<file path="src/rtl/pen_locator.sv">
// rtl/pen_locator.sv - light-pen position decoder for the 8x8 handwriting matrix
module pen_locator #(
    parameter int LAT_MIN = 4,
    parameter int CONFIRM = 2,
    parameter int TIMEOUT = 50000
) (
    input  logic       clk_i,
    input  logic       rst_i,
    input  logic       en_i,
    input  logic       we_i,
    input  logic [7:0] scan_row_n_i,
    input  logic [7:0] scan_col_i,
    output logic [2:0] pos_row_o,
    output logic [2:0] pos_col_o,
    output logic       pos_valid_o,
    output logic       pen_present_o
);

    localparam int AW = $clog2(LAT_MIN + 2);
    localparam int MW = $clog2(CONFIRM + 1);
    localparam int TW = $clog2(TIMEOUT + 1);
    localparam logic [AW-1:0] LAT_C  = AW'(LAT_MIN);
    localparam logic [MW-1:0] CONF_C = MW'(CONFIRM);
    localparam logic [TW-1:0] TMO_C  = TW'(TIMEOUT);

    localparam logic [1:0] ST_IDLE  = 2'd0;
    localparam logic [1:0] ST_SEEK  = 2'd1;
    localparam logic [1:0] ST_TRACK = 2'd2;

    function automatic logic one_hot8(input logic [7:0] v);
        return (v != 8'd0) && ((v & (v - 8'd1)) == 8'd0);
    endfunction

    function automatic logic [2:0] enc8(input logic [7:0] v);
        logic [2:0] r;
        r = 3'd0;
        for (int i = 0; i < 8; i++) begin
            if (v[i]) r = 3'(i);
        end
        return r;
    endfunction

    logic          we_s1_q, we_s2_q, we_s3_q;
    logic [5:0]    cur_idx_q, cur_idx_d, prev_idx_q, prev_idx_d;
    logic          cur_vld_q, cur_vld_d, prev_vld_q, prev_vld_d;
    logic [AW-1:0] age_q, age_d;
    logic          hit_vld_q, hit_vld_d;
    logic [5:0]    hit_idx_q, hit_idx_d;
    logic [1:0]    state_q, state_d;
    logic [5:0]    cand_idx_q, cand_idx_d;
    logic          cand_vld_q, cand_vld_d;
    logic [MW-1:0] match_q, match_d, match_nx;
    logic [TW-1:0] tmo_q, tmo_d;
    logic [2:0]    pos_row_q, pos_row_d, pos_col_q, pos_col_d;
    logic          pos_valid_q, pos_valid_d;

    logic       rise, scan_ok, shift, take_cur, take_prev;
    logic [5:0] scan_idx;

    assign rise     = we_s2_q & ~we_s3_q;
    assign scan_ok  = one_hot8(~scan_row_n_i) & one_hot8(scan_col_i);
    assign scan_idx = {enc8(~scan_row_n_i), enc8(scan_col_i)};
    assign shift    = scan_ok && (!cur_vld_q || (scan_idx != cur_idx_q));

    // Attribution reads the pre-update indices, so a same-cycle scan change cannot steal the hit.
    assign take_cur  = (age_q >= LAT_C) && cur_vld_q;
    assign take_prev = (age_q < LAT_C) && prev_vld_q;

    always_comb begin
        cur_idx_d  = cur_idx_q;
        cur_vld_d  = cur_vld_q;
        prev_idx_d = prev_idx_q;
        prev_vld_d = prev_vld_q;
        age_d      = (age_q == LAT_C) ? age_q : age_q + 1'b1;
        if (shift) begin
            prev_idx_d = cur_idx_q;
            prev_vld_d = cur_vld_q;
            cur_idx_d  = scan_idx;
            cur_vld_d  = 1'b1;
            age_d      = '0;
        end else if (!scan_ok) begin
            cur_vld_d = 1'b0;
        end
        if (!en_i) age_d = '0;

        hit_vld_d = en_i && rise && (take_cur || take_prev);
        hit_idx_d = take_cur ? cur_idx_q : prev_idx_q;
    end

    always_comb begin
        state_d     = state_q;
        cand_idx_d  = cand_idx_q;
        cand_vld_d  = cand_vld_q;
        match_d     = match_q;
        tmo_d       = tmo_q;
        pos_row_d   = pos_row_q;
        pos_col_d   = pos_col_q;
        pos_valid_d = 1'b0;
        match_nx    = match_q;
        if (!en_i) begin
            state_d    = ST_IDLE;
            cand_vld_d = 1'b0;
            match_d    = '0;
            tmo_d      = '0;
        end else if (state_q == ST_IDLE) begin
            state_d = ST_SEEK;
        end else if (hit_vld_q) begin
            tmo_d = '0;
            if (cand_vld_q && (hit_idx_q == cand_idx_q)) begin
                match_nx = match_q + 1'b1;
            end else begin
                cand_idx_d = hit_idx_q;
                cand_vld_d = 1'b1;
                match_nx   = MW'(1);
            end
            // Restart the count after each report so TRACK re-confirms every CONFIRM hits.
            if (match_nx == CONF_C) begin
                pos_row_d   = hit_idx_q[5:3];
                pos_col_d   = hit_idx_q[2:0];
                pos_valid_d = 1'b1;
                match_d     = '0;
                state_d     = ST_TRACK;
            end else begin
                match_d = match_nx;
            end
        end else begin
            if (tmo_q != TMO_C) tmo_d = tmo_q + 1'b1;
            if ((state_q == ST_TRACK) && (tmo_q == TMO_C)) begin
                state_d    = ST_SEEK;
                cand_vld_d = 1'b0;
                match_d    = '0;
            end
        end
    end

    always_ff @(posedge clk_i or posedge rst_i) begin
        if (rst_i) begin
            we_s1_q     <= 1'b0;
            we_s2_q     <= 1'b0;
            we_s3_q     <= 1'b0;
            cur_idx_q   <= '0;
            cur_vld_q   <= 1'b0;
            prev_idx_q  <= '0;
            prev_vld_q  <= 1'b0;
            age_q       <= '0;
            hit_vld_q   <= 1'b0;
            hit_idx_q   <= '0;
            state_q     <= ST_IDLE;
            cand_idx_q  <= '0;
            cand_vld_q  <= 1'b0;
            match_q     <= '0;
            tmo_q       <= '0;
            pos_row_q   <= '0;
            pos_col_q   <= '0;
            pos_valid_q <= 1'b0;
        end else begin
            we_s1_q     <= we_i;
            we_s2_q     <= we_s1_q;
            we_s3_q     <= we_s2_q;
            cur_idx_q   <= cur_idx_d;
            cur_vld_q   <= cur_vld_d;
            prev_idx_q  <= prev_idx_d;
            prev_vld_q  <= prev_vld_d;
            age_q       <= age_d;
            hit_vld_q   <= hit_vld_d;
            hit_idx_q   <= hit_idx_d;
            state_q     <= state_d;
            cand_idx_q  <= cand_idx_d;
            cand_vld_q  <= cand_vld_d;
            match_q     <= match_d;
            tmo_q       <= tmo_d;
            pos_row_q   <= pos_row_d;
            pos_col_q   <= pos_col_d;
            pos_valid_q <= pos_valid_d;
        end
    end

    assign pos_row_o     = pos_row_q;
    assign pos_col_o     = pos_col_q;
    assign pos_valid_o   = pos_valid_q;
    assign pen_present_o = (state_q == ST_TRACK);

endmodule
</file>
<file path="config.mk">
export PLATFORM = sky130hd
export DESIGN_NAME = pen_locator
export DESIGN_NICKNAME = d
export VERILOG_FILES = /design/src/rtl/pen_locator.sv
export SDC_FILE = /design/constraint.sdc
export NUM_CORES = 1
export LEC_CHECK = 0
export CORE_MARGIN = 8
export CORE_UTILIZATION = 25
export DETAILED_ROUTE_END_ITERATION = 10
export PLACE_DENSITY = 0.4
export SYNTH_ARGS = -nofsm -noshare
export SYNTH_HDL_FRONTEND = slang
export SYNTH_SLANG_ARGS = --single-unit
</file>
<file path="constraint.sdc">
create_clock -name clk_i -period 1.81 [get_ports clk_i]
set_input_delay 0.362 -clock clk_i [delete_from_list [all_inputs] [get_ports clk_i]]
set_output_delay 0.362 -clock clk_i [all_outputs]
set_load 0.01 [all_outputs]
</file>
==> results of run 1 <==
## worst max-delay path by stage
stage | start | end | slack [ns] | cells past startpoint
floorplan | scan_col_i[3] | prev_idx_q[0] | -0.29 | 7
global placement | scan_col_i[4] | cur_idx_q[1] | -0.78 | 9
detailed placement | scan_col_i[3] | prev_vld_q | -0.79 | 8
CTS | scan_col_i[4] | prev_vld_q | -0.17 | 8
global route | scan_col_i[4] | prev_vld_q | -0.20 | 8
finish | scan_col_i[4] | prev_idx_q[2] | -0.14 | 8
## timing repair
item | CTS | global route
gates cloned | 1 | 0
gates resized for setup | 51 | 49
pin swaps | 16 | 24
buffers inserted | 2 | 5
endpoints found under the setup margin | 36 | 36
hold buffers | 0 | 0
## layout make-up
| class | count | area [µm²] | area share, % |
|---|---|---|---|
| clock buffers | 10 | 229 | 4.94 |
| clock inverters | 6 | 87.6 | 1.89 |
| inverters | 13 | 52.6 | 1.13 |
| multi-input cells | 209 | 1700 | 36.6 |
| flip-flops and latches | 61 | 1530 | 33.0 |
| well taps | 147 | 184 | 3.97 |
| repair buffers | 99 | 855 | 18.4 |
## cells by family after synthesis
kind of cell / count (synthesis) / synth area share [%]
adders and majority gates: 6 / 2.34
buffers and inverters: 21 / 2.83
AOI/OAI and AO/OA: 50 / 10.8
and+or+nand+nor: 105 / 17.3
xor gates and xnor gates: 21 / 6.03
DFF: 61 / 50.0
muxes: 27 / 10.7
## sequential cells by signal, indices dropped and copies added, names as in the netlist, 2 cells and up
register	flops
age_q	3
cand_idx_q	6
cur_idx_q	6
hit_idx_q	6
match_q	2
pos_col_o	3
pos_row_o	3
prev_idx_q	6
state_q	2
tmo_q	16
## report_power, final
group | leakage, nW | total, mW | internal (mW) | switching [mW]
clock network | 0.145 | 1.82 | 1.20 | 0.621
registers | 0.831 | 1.41 | 1.39 | 0.0167
logic | 1.19 | 0.367 | 0.184 | 0.183
## per-layer routing
metal,share of wire [%],wire [µm],global-route usage [%],vias up
met2,46,3400,14.8,43
li1,-,-,-,1244
met1,49,3620,12.1,1188
met3,2.7,201,1.76,18
met4,3.0,223,6.23,0
met5,0,0,0,-
## critical path: cells and delay by family
kind	cells	cell delay (ns)
buf+inv	2	0.23
mux	1	0.29
compound gates	2	0.44
simple gates	2	0.51
fa+ha+maj	1	0.32
## placed cells by master (no fill, tap or decap), types with 3 or more instances in the layout
cell type | synthesis | routed
nor3_2 | 1 | 3
nor2_1 | 25 | 22
o21ai_2 | 0 | 3
a21oi_2 | 0 | 5
buf_6 | 1 | 11
buf_4 | 0 | 59
xnor2_1 | 13 | 11
mux2_4 | 6 | 13
a21o_1 | 5 | 5
clkdlybuf4s50_1 | 0 | 9
a21oi_1 | 9 | 4
clkinvlp_4 | 0 | 4
o211ai_1 | 3 | 3
clkbuf_2 | 0 | 4
xor2_1 | 8 | 8
clkbuf_16 | 0 | 9
dfrtp_1 | 61 | 60
or3_1 | 8 | 6
inv_1 | 13 | 12
nand2b_1 | 3 | 3
nand2_1 | 29 | 27
nand4_1 | 6 | 6
o21ai_0 | 16 | 13
nand3_1 | 7 | 6
mux2_2 | 20 | 13
dlygate4sd2_1 | 0 | 10
==> impl_metrics.env, run 1 <==
export IMPL_num_antenna_cells=0
export IMPL_dieWidth_um=126
export IMPL_grt_remaining_overflow=0
export IMPL_wire_per_inst_um=13.6
export IMPL_clockRootBuffer="clkbuf_16"
export IMPL_min_period_over_period_pct=108
export IMPL_slowest_stage="or3_1"
export IMPL_grt_pass1_vias=2632
export IMPL_start_util_pct=25.5
export IMPL_p_leak_nw=2.16
export IMPL_yosys_top_cells_area="dfrtp_1 50%, mux2_2 7.4%, xnor2_1 3.7%"
export IMPL_gr_usage_all_layers_pct=9.61
export IMPL_path_clk_slew_ns=0.05
export IMPL_rows=40
export IMPL_antenna_found_initial=0
export IMPL_cp_end_kind="flop"
export IMPL_slowest_delay_ns=0.37
export IMPL_clkSinkCount=61
export IMPL_synth_most_common_cell="dfrtp_1"
export IMPL_slew_headroom_pct=74.1
export IMPL_cts_tree="yes"
export IMPL_wl_um=7440
export IMPL_setup_viol=14
export IMPL_r2r_start="tmo_q[7]"
export IMPL_drtIter0Drc=82
export IMPL_hpwl_um=5260
export IMPL_netlist_area_um2=3050
export IMPL_port_buffers=27
export IMPL_arrival_ns=2.15
export IMPL_netlist_instances=291
export IMPL_failed_checks="negative setup slack"
export IMPL_dieArea_um2=16000
export IMPL_yosys_top_cells_count="61 x dfrtp_1, 29 x nand2_1, 25 x nor2_1"
export IMPL_areaGrowthSynthToFinish_pct=51.8
export IMPL_path_cells="buf_6 -> or3_1 -> maj3_2 -> nor3_4 -> o2111ai_2 -> a41o_4 -> buf_12 -> mux2_4"
export IMPL_final_util_pct=38.7
export IMPL_timing_hold_ws_ns=0.325
export IMPL_ys_ff_latch=61
export IMPL_clock_path_buffers=2
export IMPL_rr_worst_depth=6
export IMPL_hold_class="input port to async pin"
export IMPL_final_hold_viol_count=0
export IMPL_vias=2493
export IMPL_crit_type="input port to flop"
export IMPL_ant_nets=0
export IMPL_boundaryPins=28
export IMPL_skew_ns=0.00410
export IMPL_fin_ws_ns=-0.139
export IMPL_synth_distinct_cells=44
export IMPL_cts_made_buffers=9
export IMPL_route_detailed_drc=0
export IMPL_fin_cells=545
export IMPL_ys_warn_count=0
export IMPL_gp_congestion=0.740
export IMPL_fin_nets=417
export IMPL_ys_flop_type="dfrtp_1"
export IMPL_totalPowerFinal_mw=3.60
export IMPL_worst_slew_pin_slew_ns=0.385
export IMPL_startpoint_type="input port"
export IMPL_async_flop_share_pct=100
export IMPL_crit_required_ns=2.02
export IMPL_clk_latency_ns=0.33
export IMPL_dr_pass1_iters=4
export IMPL_synth_edf_count=0
export IMPL_ir_worst_vdd_uv=434
export IMPL_cp_max_fo=5
export IMPL_dieHeight_um=126
export IMPL_rsz0062_at_grt="true"
export IMPL_period_needed_ns=1.95
export IMPL_powerDensity_nw_per_um2=776
export IMPL_fin_setup_tns_ns=-1.39
export IMPL_r2r_slack_ns=-0.05
export IMPL_htree_levels=3
export IMPL_pre_cts_slack_ns=-0.785
export IMPL_grt_max_degree=43
export IMPL_syn_avg_cell_area_um2=10.5
export IMPL_drive_above_1_share_pct=42.2
export IMPL_timing_rr_end="tmo_q[13]"
export IMPL_status="finished with violations"
export IMPL_dpl_cell_area_um2=4000
export IMPL_grt_pass1_wl_um=12400
export IMPL_vias_per_cell=4.57
export IMPL_report_final_slew_viol_count=0
export IMPL_dp_cells=521
export IMPL_synth_top_area_share_pct=50.0
export IMPL_max_cap_violations=0
export IMPL_synth_nets=315
export IMPL_nFillCells=1187
export IMPL_core_um2=12000
export IMPL_max_freq_ghz=0.513
export IMPL_yosysSeqAreaShare_pct=50.0
export IMPL_yosysTopAreaCell="dfrtp_1"
export IMPL_stdcell_area_um2=4630
No activity file was read; power rests on OpenSTA's default activity.
==> run 2: changes to the inputs <==
--- a/config.mk
+++ b/config.mk
@@ -5,10 +5,12 @@
 export SDC_FILE = /design/constraint.sdc
 export NUM_CORES = 1
 export LEC_CHECK = 0
+export CELL_PAD_IN_SITES_DETAIL_PLACEMENT = 1
+export CELL_PAD_IN_SITES_GLOBAL_PLACEMENT = 1
 export CORE_MARGIN = 8
 export CORE_UTILIZATION = 25
 export DETAILED_ROUTE_END_ITERATION = 10
-export PLACE_DENSITY = 0.4
+export PLACE_DENSITY = 0.48
 export SYNTH_ARGS = -nofsm -noshare
 export SYNTH_HDL_FRONTEND = slang
 export SYNTH_SLANG_ARGS = --single-unit
==> run 2 against run 1 <==
  * The run still ends with negative setup slack left
  * Largest power group unchanged
  * Maximum frequency is 0.49% lower
  * Via count is 3.4% higher
  * Clock power is 8% higher
  * Flip-flop and latch count stayed put
==> impl_metrics.env, run 2 (synthesis gave the netlist of run 1 again) <==
export IMPL_rr_worst_depth=6
export IMPL_status="finished with violations"
export IMPL_slowest_delay_ns=0.37
export IMPL_grt_remaining_overflow=0
export IMPL_wl_met3_um=240
export IMPL_max_cap_violations=0
export IMPL_ir_worst_vdd_uv=353
export IMPL_final_util_pct=39.5
export IMPL_startpoint="scan_col_i[4]"
export IMPL_num_antenna_cells=0
export IMPL_timing_rr_end="tmo_q[13]"
export IMPL_clockRootBuffer="clkbuf_16"
export IMPL_path_clk_slew_ns=0.06
export IMPL_hold_class="input port to async pin"
export IMPL_dieArea_um2=16000
export IMPL_port_buffers=27
export IMPL_dieHeight_um=126
export IMPL_failed_checks="negative setup slack"
export IMPL_max_freq_ghz=0.511
export IMPL_wl_um=7880
export IMPL_boundaryPins=28
export IMPL_grt_pass1_wl_um=13400
export IMPL_dr_pass1_iters=4
export IMPL_grt_pass1_vias=2760
export IMPL_path_common_cell="buf_6"
export IMPL_report_final_slew_viol_count=0
export IMPL_core_um2=12000
export IMPL_met2WireLength_um=3630
export IMPL_final_hold_viol_count=0
export IMPL_top_register="tmo_q"
export IMPL_path_cells="buf_6 -> or3_4 -> maj3_2 -> nor3_4 -> o2111ai_2 -> a41o_1 -> buf_6 -> mux2_4"
export IMPL_skew_ns=0.00546
export IMPL_min_period_over_period_pct=108
export IMPL_rows=40
export IMPL_crit_type="input port to flop"
export IMPL_grt_max_degree=38
export IMPL_cts_made_buffers=9
export IMPL_wl_met1_um=3880
export IMPL_arrival_ns=2.16
export IMPL_top_layer="met4"
export IMPL_setup_viol=17
export IMPL_layout_commonest_cell="buf_4"
export IMPL_rsz0062_at_grt="true"
export IMPL_crit_required_ns=2.02
export IMPL_period_needed_ns=1.96
export IMPL_r2r_start="tmo_q[3]"
export IMPL_cts_tree="yes"
export IMPL_wire_per_inst_um=14.2
export IMPL_startpoint_type="input port"
export IMPL_vias_per_cell=4.64
export IMPL_areaGrowthSynthToFinish_pct=54.9
export IMPL_dieWidth_um=126
export IMPL_cp_end_kind="flop"
export IMPL_start_util_pct=25.5
export IMPL_worst_slew_pin_slew_ns=0.420
export IMPL_hold_buffers=0
export IMPL_hpwl_um=5860
export IMPL_drive_above_1_share_pct=42.5
export IMPL_gp_congestion=0.744
export IMPL_fin_setup_tns_ns=-1.57
export IMPL_route_detailed_drc=0
export IMPL_antenna_found_initial=0
export IMPL_htree_levels=3
export IMPL_ant_nets=0
export IMPL_vias=2579
export IMPL_fin_nets=428
export IMPL_r2r_slack_ns=-0.02
export IMPL_p_leak_nw=2.25
export IMPL_slowest_stage="or3_4"
export IMPL_slew_headroom_pct=71.8
export IMPL_gr_usage_all_layers_pct=10.3
export IMPL_clk_latency_ns=0.32
export IMPL_powerDensity_nw_per_um2=794
export IMPL_clkSinkCount=61
export IMPL_drtIter0Drc=74
export IMPL_cp_max_fo=6
export IMPL_pre_cts_slack_ns=-0.845
export IMPL_fin_ws_ns=-0.148
export IMPL_largest_reg_flops=16
export IMPL_clock_path_buffers=2
export IMPL_final_cell_mix="74 x buf_4, 61 x dfrtp_1, 26 x nand2_1"
==> run 2: through the flow <==
stage	hold slack, ns	instances	total power, mW	cell area, µm²
final	0.339	556	3.75	4730
after global placement	0.339	525	1.76	4020
after detailed placement	0.345	525	1.77	4020
after floorplan	0.331	291	1.58	3090
after CTS	0.338	545	3.78	4500
after global routing	0.350	556	3.90	4730
==> run 2: per-layer routing <==
metal  up-vias  track usage (%)
li1       1270                -
met1      1264             13.7
met2        34             15.8
met3        11             2.22
met4         0             4.46
met5         -                0
==> run 2: how the worst max path moves through the flow <==
stage,to,slack (ns),cells after the start
2_1_floorplan,prev_idx_q[0],-0.29,7
3_3_place_gp,prev_idx_q[5],-0.82,8
3_5_place_dp,prev_idx_q[3],-0.85,9
4_1_cts,prev_vld_q,-0.16,8
5_1_grt,prev_vld_q,-0.20,8
6_report,prev_vld_q,-0.15,8
==> run 2: layout make-up <==
type                            instances  area (µm²)
Sequential cell                        61        1530
Fill cell                            1304        7230
Clock buffer                           10         229
Tap cell                              147         184
Inverter                               13        52.6
Clock inverter                          6         111
Timing Repair Buffer                  110         921
Multi-Input combinational cell        209        1700
==> run 2: power by group <==
part / internal, mW / switching (mW)
Combinational: 0.191 / 0.187
Clock: 1.34 / 0.624
Sequential: 1.39 / 0.0182
Total: 2.93 / 0.828
==> run 2: critical path, delay by kind of cell <==
| family | cells | cell delay (ns) |
|---|---|---|
| AO/OA/AOI/OAI | 2 | 0.42 |
| AND/OR/NAND/NOR | 2 | 0.52 |
| adder cells (fa/ha/maj) | 1 | 0.32 |
| multiplexers | 1 | 0.29 |
| buffers and inverters | 2 | 0.25 |
==> run 2: timing repair <==
action | CTS | global route
buffers inserted | 5 | 13
gates resized for setup | 59 | 48
pin swaps | 17 | 26
setup endpoints to repair | 38 | 37
==> run 3: changes to the inputs <==
--- a/config.mk
+++ b/config.mk
@@ -9,6 +9,7 @@
 export CELL_PAD_IN_SITES_GLOBAL_PLACEMENT = 1
 export CORE_MARGIN = 8
 export CORE_UTILIZATION = 25
+export CTS_CLUSTER_DIAMETER = 120
 export DETAILED_ROUTE_END_ITERATION = 10
 export PLACE_DENSITY = 0.48
 export SYNTH_ARGS = -nofsm -noshare
==> results of run 3 <==
Final layout, timing and power as in run 2 (identical DEF).
